--- src/rtl/cdc_in_arb_if.sv ---
// Byte-stream bundle shared by the N_REQ application sources, the IN-channel arbiter
// and the USB_CDC IN channel. The arbiter takes the slave side.
interface cdc_in_arb_if #(
  parameter int N_REQ = 4
);
  logic [8*N_REQ-1:0] req_data_i;
  logic [N_REQ-1:0]   req_valid_i;
  logic [N_REQ-1:0]   req_last_i;
  logic [N_REQ-1:0]   req_ready_o;
  logic [7:0]         in_data_o;
  logic               in_valid_o;
  logic               in_ready_i;
  logic [N_REQ-1:0]   grant_o;
  logic               busy_o;

  modport slave (
    input  req_data_i, req_valid_i, req_last_i, in_ready_i,
    output req_ready_o, in_data_o, in_valid_o, grant_o, busy_o
  );

  modport master (
    output req_data_i, req_valid_i, req_last_i, in_ready_i,
    input  req_ready_o, in_data_o, in_valid_o, grant_o, busy_o
  );
endinterface

--- src/rtl/cdc_in_arbiter.sv ---
// Round-robin arbiter sharing the USB_CDC IN byte channel among N_REQ burst sources.
// Define CDC_IN_ARB_HEADER_EN to prefix every burst with a header byte 8'hA0 | index.
module cdc_in_arbiter #(
  parameter int N_REQ     = 4,
  parameter int MAX_BURST = 64
) (
  input  logic        clk_i,
  input  logic        rst_i,
  cdc_in_arb_if.slave bus
);

  localparam int IW = (N_REQ > 1) ? $clog2(N_REQ) : 1;
  localparam int CW = $clog2(MAX_BURST + 1);
  localparam logic [CW-1:0] LAST_CNT = CW'(MAX_BURST - 1);

`ifdef CDC_IN_ARB_HEADER_EN
  typedef enum logic [1:0] {IDLE, GRANT, HEADER} state_t;
`else
  typedef enum logic {IDLE, GRANT} state_t;
`endif

  state_t        state_q, state_d;
  logic [IW-1:0] gnt_q, gnt_d;
  logic [IW-1:0] ptr_q, ptr_d;
  logic [CW-1:0] cnt_q, cnt_d;
  logic [IW-1:0] pick;
  logic [7:0]    sel_data;

  // Walk from the farthest candidate back to ptr+1 so the nearest valid index wins.
  always_comb begin
    pick = ptr_q;
    for (int i = N_REQ; i >= 1; i--) begin
      if (bus.req_valid_i[(int'(ptr_q) + i) % N_REQ]) pick = IW'((int'(ptr_q) + i) % N_REQ);
    end
  end

  assign sel_data   = bus.req_data_i[8*gnt_q +: 8];
  assign bus.busy_o = (state_q != IDLE);

  always_comb begin
    // NOTE: every output and next-state value gets a default first so no path infers a latch.
    state_d         = state_q;
    gnt_d           = gnt_q;
    ptr_d           = ptr_q;
    cnt_d           = cnt_q;
    bus.grant_o     = '0;
    bus.req_ready_o = '0;
    bus.in_valid_o  = 1'b0;
    bus.in_data_o   = '0;

    case (state_q)
      IDLE: begin
        if (|bus.req_valid_i) begin
          gnt_d = pick;
          ptr_d = pick;
          cnt_d = '0;
`ifdef CDC_IN_ARB_HEADER_EN
          state_d = HEADER;
`else
          state_d = GRANT;
`endif
        end
      end
`ifdef CDC_IN_ARB_HEADER_EN
      HEADER: begin
        bus.grant_o[gnt_q] = 1'b1;
        bus.in_valid_o     = 1'b1;
        bus.in_data_o      = 8'hA0 | 8'(gnt_q);
        if (bus.in_ready_i) state_d = GRANT;
      end
`endif
      GRANT: begin
        bus.grant_o[gnt_q]     = 1'b1;
        bus.in_data_o          = sel_data;
        bus.in_valid_o         = bus.req_valid_i[gnt_q];
        bus.req_ready_o[gnt_q] = bus.in_ready_i;
        if (bus.req_valid_i[gnt_q] && bus.in_ready_i) begin
          cnt_d = cnt_q + 1'b1;
          // The compare uses the pre-increment count so MAX_BURST=1 ends on every beat.
          if (bus.req_last_i[gnt_q] || (cnt_q == LAST_CNT)) state_d = IDLE;
        end
      end
      default: state_d = IDLE;
    endcase
  end

  // NOTE: sequential state uses non-blocking assignments so all registers update together.
  always_ff @(posedge clk_i) begin
    if (rst_i) begin
      state_q <= IDLE;
      gnt_q   <= '0;
      ptr_q   <= IW'(N_REQ - 1);
      cnt_q   <= '0;
    end else begin
      state_q <= state_d;
      gnt_q   <= gnt_d;
      ptr_q   <= ptr_d;
      cnt_q   <= cnt_d;
    end
  end

endmodule

--- src/flat_wrapper.sv ---
// flat-port wrapper written by rule: the top's interface ports become plain ports
module cdc_in_arbiter_flat 
#(
  parameter int N_REQ     = 4,
  parameter int MAX_BURST = 64
)
  (clk_i, rst_i, bus_req_data_i, bus_req_valid_i, bus_req_last_i, bus_in_ready_i, bus_req_ready_o, bus_in_data_o, bus_in_valid_o, bus_grant_o, bus_busy_o);
  cdc_in_arb_if #(.N_REQ(N_REQ)) bus_i ();
  input  logic clk_i;
  input  logic rst_i;
  input wire logic [$bits(bus_i.req_data_i)-1:0] bus_req_data_i;
  input wire logic [$bits(bus_i.req_valid_i)-1:0] bus_req_valid_i;
  input wire logic [$bits(bus_i.req_last_i)-1:0] bus_req_last_i;
  input wire logic [$bits(bus_i.in_ready_i)-1:0] bus_in_ready_i;
  output wire logic [$bits(bus_i.req_ready_o)-1:0] bus_req_ready_o;
  output wire logic [$bits(bus_i.in_data_o)-1:0] bus_in_data_o;
  output wire logic [$bits(bus_i.in_valid_o)-1:0] bus_in_valid_o;
  output wire logic [$bits(bus_i.grant_o)-1:0] bus_grant_o;
  output wire logic [$bits(bus_i.busy_o)-1:0] bus_busy_o;
  assign bus_i.req_data_i = bus_req_data_i;
  assign bus_i.req_valid_i = bus_req_valid_i;
  assign bus_i.req_last_i = bus_req_last_i;
  assign bus_i.in_ready_i = bus_in_ready_i;
  assign bus_req_ready_o = bus_i.req_ready_o;
  assign bus_in_data_o = bus_i.in_data_o;
  assign bus_in_valid_o = bus_i.in_valid_o;
  assign bus_grant_o = bus_i.grant_o;
  assign bus_busy_o = bus_i.busy_o;
  cdc_in_arbiter #(.N_REQ(N_REQ), .MAX_BURST(MAX_BURST)) u_core (.clk_i(clk_i), .rst_i(rst_i), .bus(bus_i));
endmodule
--- config.mk ---
export PLATFORM = sky130hd
export DESIGN_NAME = cdc_in_arbiter_flat
export DESIGN_NICKNAME = d
export VERILOG_FILES = /design/src/rtl/cdc_in_arb_if.sv /design/src/rtl/cdc_in_arbiter.sv /design/src/flat_wrapper.sv
export SDC_FILE = /design/constraint.sdc
export NUM_CORES = 1
export LEC_CHECK = 0
export CAP_MARGIN = 25
export CORE_ASPECT_RATIO = 0.7
export CORE_MARGIN = 2
export CORE_UTILIZATION = 39
export CTS_BUF_LIST = sky130_fd_sc_hd__clkbuf_4
export DETAILED_ROUTE_END_ITERATION = 8
export PLACE_DENSITY = 0.89
export SYNTH_ARGS = -nofsm -noshare
export SYNTH_HDL_FRONTEND = slang
export SYNTH_SLANG_ARGS = --single-unit
--- constraint.sdc ---
create_clock -name clk_i -period 2.7 [get_ports clk_i]
set_clock_uncertainty 0.1 [all_clocks]
set_input_delay 0.81 -clock clk_i [delete_from_list [all_inputs] [get_ports clk_i]]
set_output_delay 0.81 -clock clk_i [all_outputs]
set_load 0.05 [all_outputs]
; Word level (Yosys, flattened, before mapping)
; Index checks and enable logic that the tools add are counted.
[op_classes]
magnitude_cmp = 6
eq_ne = 3
n_shift = 1
bitwise = 6
reduce_logical = 10
n_addsub = 5
muxes = 33
[ops]
columns = cell, count
row1 = indexed part select 32 x 6 -> 8 bit, 1
row2 = "< comparator 3 x 4 -> 1 bit, second input constant", 4
row3 = 2-to-1 mux 1 bit, 15
row4 = 2-to-1 mux 7 bit, 2
row5 = case mux 7 bit (2 select lines), 1
row6 = binary-select mux 1 bit (select 2 bit), 6
row7 = 2-to-1 mux 2 bit, 4
row8 = 2-to-1 mux 4 bit, 2
row9 = 2-to-1 mux 8 bit, 1
row10 = OR reduction 2 bit, 4
row11 = "adder 7 x 1 -> 7 bit, second input constant", 1
row12 = "== test 7 x 6 -> 1 bit, second input constant", 1
row13 = "adder 2 x 1 -> 2 bit, second input constant", 2
row14 = "adder 2 bit, second input constant", 2
row15 = "bitwise AND 1 bit, first input constant", 4
row16 = bitwise AND 4 bit, 1
row17 = AND reduction 2 bit, 2
row18 = OR reduction 4 bit, 1
row19 = "< comparator 2 x 3 -> 1 bit, second input constant", 1
row20 = demux 1 bit (select 2 bit), 1
row21 = ">= comparator 2 x 1 -> 1 bit, second input constant", 1
row22 = logical AND 1 bit, 2
row23 = "inequality test 2 x 1 -> 1 bit, second input constant", 1
row24 = "inequality test 2 bit, second input constant", 1
row25 = other kinds (3), 3
[word_totals]
output_inout_bits = 18
inputBits = 43
wordCells = 68
regBits = 12

; Logic depth before layout (Yosys ltp)
[depth]
ltp_word = 10
ltp_mapped = 7
mapped_depth_nobuf = 5

; Least setup slack after synthesis
; Ideal clock, no wire load.
[synth_timing]
kind = flip-flop to output port
from = reg u_core.state_q (netlist: u_core.bus.busy_o)
to = out bus_req_ready_o[0]
arrival_time_ns = 2.023
path_buffers = 0
path_stages_with_launch = 3
required_time_ns = 1.790
path_slack_ns = -0.233
path_cell_list = dfxtp_1 nand2_1 nor3_1
[synth_between]
elab_chain_cells = 1
[synth_rtl]
columns = element, line_no
row1 = start: declaration, cdc_in_arbiter.sv:22  ; state_t state_q, state_d;
row2 = start signal: assignment, cdc_in_arbiter.sv:95  ; state_q <= state_d;
row3 = 2-to-1 mux 4 bit, cdc_in_arbiter.sv:51  ; case (state_q)
row4 = end: declaration, flat_wrapper.sv:15  ; output wire logic [$bits(bus_i.req_ready_o)-1:0] bus_req_ready_o;
; Every way passes these cells.

; Worst setup path after layout
[layout_timing]
from = in bus_req_data_i[8]
to = out bus_in_data_o[0]
[layout_between]
elab_chain_cells = 2
[layout_rtl]
columns = element, line_no
row1 = start: declaration, flat_wrapper.sv:11  ; input wire logic [$bits(bus_i.req_data_i)-1:0] bus_req_data_i;
row2 = indexed part select 32 x 6 -> 8 bit, cdc_in_arbiter.sv:37  ; assign sel_data = bus.req_data_i[8*gnt_q +: 8];
row3 = 2-to-1 mux 8 bit, cdc_in_arbiter.sv:51
row4 = end: declaration, flat_wrapper.sv:16  ; output wire logic [$bits(bus_i.in_data_o)-1:0] bus_in_data_o;
; Every way passes these cells.

==> summary.txt <==
Status
  – Result of the run: finished clean

Pwr
  – Max rail drop VDD: 0.000185 V
  – Power per unit of standard cell area: 389 nW/um^2
  – Static Leak: 0.786 nW

Layout
  – Antenna diode count: 0
  – Count of non-filler cells in the finished layout: 223
  – Finished layout cell area: 1910 sq um
  – Layout overhead on the synthesized area: 83.2%
  – Fraction of final layout cells with drive strength greater than 1: 0.365
  – Net count of the finished layout: 235

Timing
  – Share of the clock period used by the worst path after layout: 0.993
  – Tightest Pin Transition: 0.551 ns
  – Max transition margin: 0.632
  – Maximum operating frequency: 373 MHz
  – Final setup violation count: 0
  – Minimum clock period after layout: 2.68 ns
  – Number of max-slew violations in the final report: 0
  – Endpoints failing hold: 0
  – Smallest hold slack: 0.393 ns
  – Worst setup slack after layout: 0.0193 ns

Floorplanning
  – Die Wd: 65.8 um
  – Die height: 47.3 um
  – # IOs: 61
  – FP Rows: 15
  – Die Outline Area: 3110 sq um
  – Initial core utilization: 0.418
  – Core area: 2500 sq um

Yosys
  – Sequential cell area fraction in the yosys report: 0.230
  – Number of warning messages in the yosys log: 0
  – Flop and latch count out of synthesis: 12
  – Mean instance size in the synthesized netlist: 9.00 sq um
  – Most used standard cells in the synthesized netlist: sky130_fd_sc_hd__dfxtp_1 (12), sky130_fd_sc_hd__nor2_1 (12), sky130_fd_sc_hd__and2_1 (9)
  – Synth unique cells: 38
  – Largest cells by area after synthesis: sky130_fd_sc_hd__dfxtp_1 (23%), sky130_fd_sc_hd__mux4_1 (13%), sky130_fd_sc_hd__mux4_2 (11%), sky130_fd_sc_hd__and2_1 (5.4%), sky130_fd_sc_hd__nor2_1 (4.3%)
  – Cell type with the highest aggregate area in the netlist: sky130_fd_sc_hd__dfxtp_1
  – Gate count of the mapped netlist: 116
  – Count of flip-flops with a built-in enable after synthesis: 0
  – Top FF cell, synth: sky130_fd_sc_hd__dfxtp_1
  – Fraction of registers with async set or reset after synthesis: 0
  – Post-Synthesis Cell Area: 1040 sq um
  – Synth Net Count: 160
  – Top-area cell type share of the netlist area: 0.230

Worst setup path
  – Startpoint Class: input port
  – Largest fanout of any net on the critical path: 1
  – Required time of the worst setup path: 1.79 ns
  – Worst Path Arrival: 1.77 ns
  – Capturing element type of the critical path: output port
  – Crit Path Class: in -> out

Clock tree
  – Clock latency of the later-clocked register in the worst-skew pair: 0.28 ns
  – Post-CTS clock slew at the launch and capture registers of the worst setup and hold paths: 0.07 ns
  – Root buffer cell: sky130_fd_sc_hd__clkbuf_4
  – Buffer depth of the longest clock path: 2
  – Number of sinks on the clock net: 12
  – CTS buffer count: 3
  – Hold Buf Count CTS: 0
  – Level count of the clock H-tree: 1
  – TritonCTS clock tree: built

Placed design
  – Global placer's final weighted congestion: 0.857
  – Setup Slack @ Placement: -0.313 ns
  – Post-detail-place hpwl: 3.02 mm
  – Total instance count after detailed placement: 218
  – Port Buffers: 60
  – Area post-placement: 1810 sq um

Route
  – DRC violation count after routing: 0
  – Detailed-route via count: 1,250
  – Starting DRC count in detailed routing: 128
  – 1st-pass router iterations: 4
  – Vias per std cell: 5.61
  – Post-Route WL: 4.12 mm
  – DRT antenna net count: 0
  – Routed wire length per instance: 18.5 um

GRT
  – Pin count of the biggest net entering global routing: 17
  – Wire length of the first global-routing pass: 5.80 mm
  – Global-route usage over all layers: 0.251
  – Vias in the first global route: 1,228
  – Total global routing overflow: 0
  – Initial antenna violation count: 0

Hold path
  – Hold Crit Class: reg -> reg

Flow run
  – Number of max-cap violations: 0
cells in the final DEF (no fill, tap or decap), types with 2 or more instances in the layout:
cell / n
sky130_fd_sc_hd__nor3b_1: 2
sky130_fd_sc_hd__clkbuf_4: 3
sky130_fd_sc_hd__clkdlybuf4s50_1: 6
sky130_fd_sc_hd__dlygate4sd2_1: 2
sky130_fd_sc_hd__clkbuf_2: 4
sky130_fd_sc_hd__buf_8: 9
sky130_fd_sc_hd__nor2b_1: 3
sky130_fd_sc_hd__clkdlybuf4s15_1: 31
sky130_fd_sc_hd__a31oi_1: 4
sky130_fd_sc_hd__o21ai_0: 5
sky130_fd_sc_hd__buf_12: 7
sky130_fd_sc_hd__a21oi_1: 7
sky130_fd_sc_hd__nand3b_1: 2
sky130_fd_sc_hd__dfxtp_1: 12
sky130_fd_sc_hd__inv_1: 4
sky130_fd_sc_hd__nor2_1: 12
sky130_fd_sc_hd__or3_1: 2
sky130_fd_sc_hd__and2_4: 9
sky130_fd_sc_hd__nor3_1: 2
sky130_fd_sc_hd__mux4_2: 9
sky130_fd_sc_hd__and3_1: 2
sky130_fd_sc_hd__nand3_1: 6
sky130_fd_sc_hd__nand2_1: 5
sky130_fd_sc_hd__nor3_2: 3
sky130_fd_sc_hd__buf_4: 19
report_power, final:
part	switching [mW]	total [mW]	internal [mW]
Clock	0.0602	0.112	0.0518
Sequential	0.0198	0.207	0.187
Combinational	0.207	0.425	0.218
registers in the layout, indices dropped and copies added, names as in the netlist:
register / flops
u_core.cnt_q: 7
u_core.gnt_q: 2
u_core.ptr_q: 2
u_core.bus.busy_o: 1
critical path: stages:
cell and delay (ns):
sky130_fd_sc_hd__dlygate4sd2_1 0.23, sky130_fd_sc_hd__mux4_2 0.44, sky130_fd_sc_hd__and2_4 0.15, sky130_fd_sc_hd__buf_8 0.14
kinds of logic (layout without fill, tap and decap cells):
kind of cell | after synthesis | in the layout | share of synthesized area
and+or+nand+nor | 57 | 57 | 0.313
AOI/OAI and AO/OA | 22 | 22 | 0.133
buffers and inverters | 12 | 85 | 0.0599
DFF | 12 | 12 | 0.230
adders and majority gates | 1 | 1 | 0.0120
xor gates and xnor gates | 1 | 1 | 0.00839
muxes | 11 | 11 | 0.243
stage by stage:
stage / power (mW) / setup TNS (ns) / util
2_1_floorplan: 0.427 / -0.466 / -
3_3_place_gp: 0.574 / -2.14 / 0.727
3_5_place_dp: 0.588 / -2.46 / 0.727
4_1_cts: 0.728 / 0 / 0.760
5_1_grt: 0.773 / -0.00928 / 0.766
6_report: 0.744 / 0 / 0.766
cell type report:
cell class	count	area, sq um
timing repair buffer	78	826
multi-input combinational	92	766
fill	164	584
sequential	12	240
tap	34	42.5
clock buffer	3	22.5
inverter	4	15.0
layer usage:
| metal | part of all wire | GRT usage | wire length, um | vias up |
|---|---|---|---|---|
| met1 | 0.36 | 0.305 | 1500 | 594 |
| met2 | 0.56 | 0.479 | 2330 | 64 |
| met5 | 0 | 0 | 0 | - |
| met3 | 0.046 | 0.0480 | 189 | 15 |
| li1 | - | - | - | 577 |
| met4 | 0.025 | 0.0458 | 103 | 0 |
what timing repair did:
action,4_1_cts,5_1_grt
setup buffers,1,1
setup endpoints to repair,13,8
gates resized for setup,84,25
pin swaps,9,0
final timing paths:
| check | endpoint | cells after the start | start | slack (ns) |
|---|---|---|---|---|
| worst min register to register | u_core.cnt_q[1] | 2 | u_core.cnt_q[1] | 0.39 |
| worst max-delay path | bus_in_data_o[0] | 4 | bus_req_data_i[8] | 0.02 |
| worst min-delay path | u_core.cnt_q[1] | 2 | u_core.cnt_q[1] | 0.39 |
| worst max register to register | u_core.cnt_q[0] | 9 | u_core.gnt_q[0] | 0.44 |
Power figures use the tool's default switching activity.
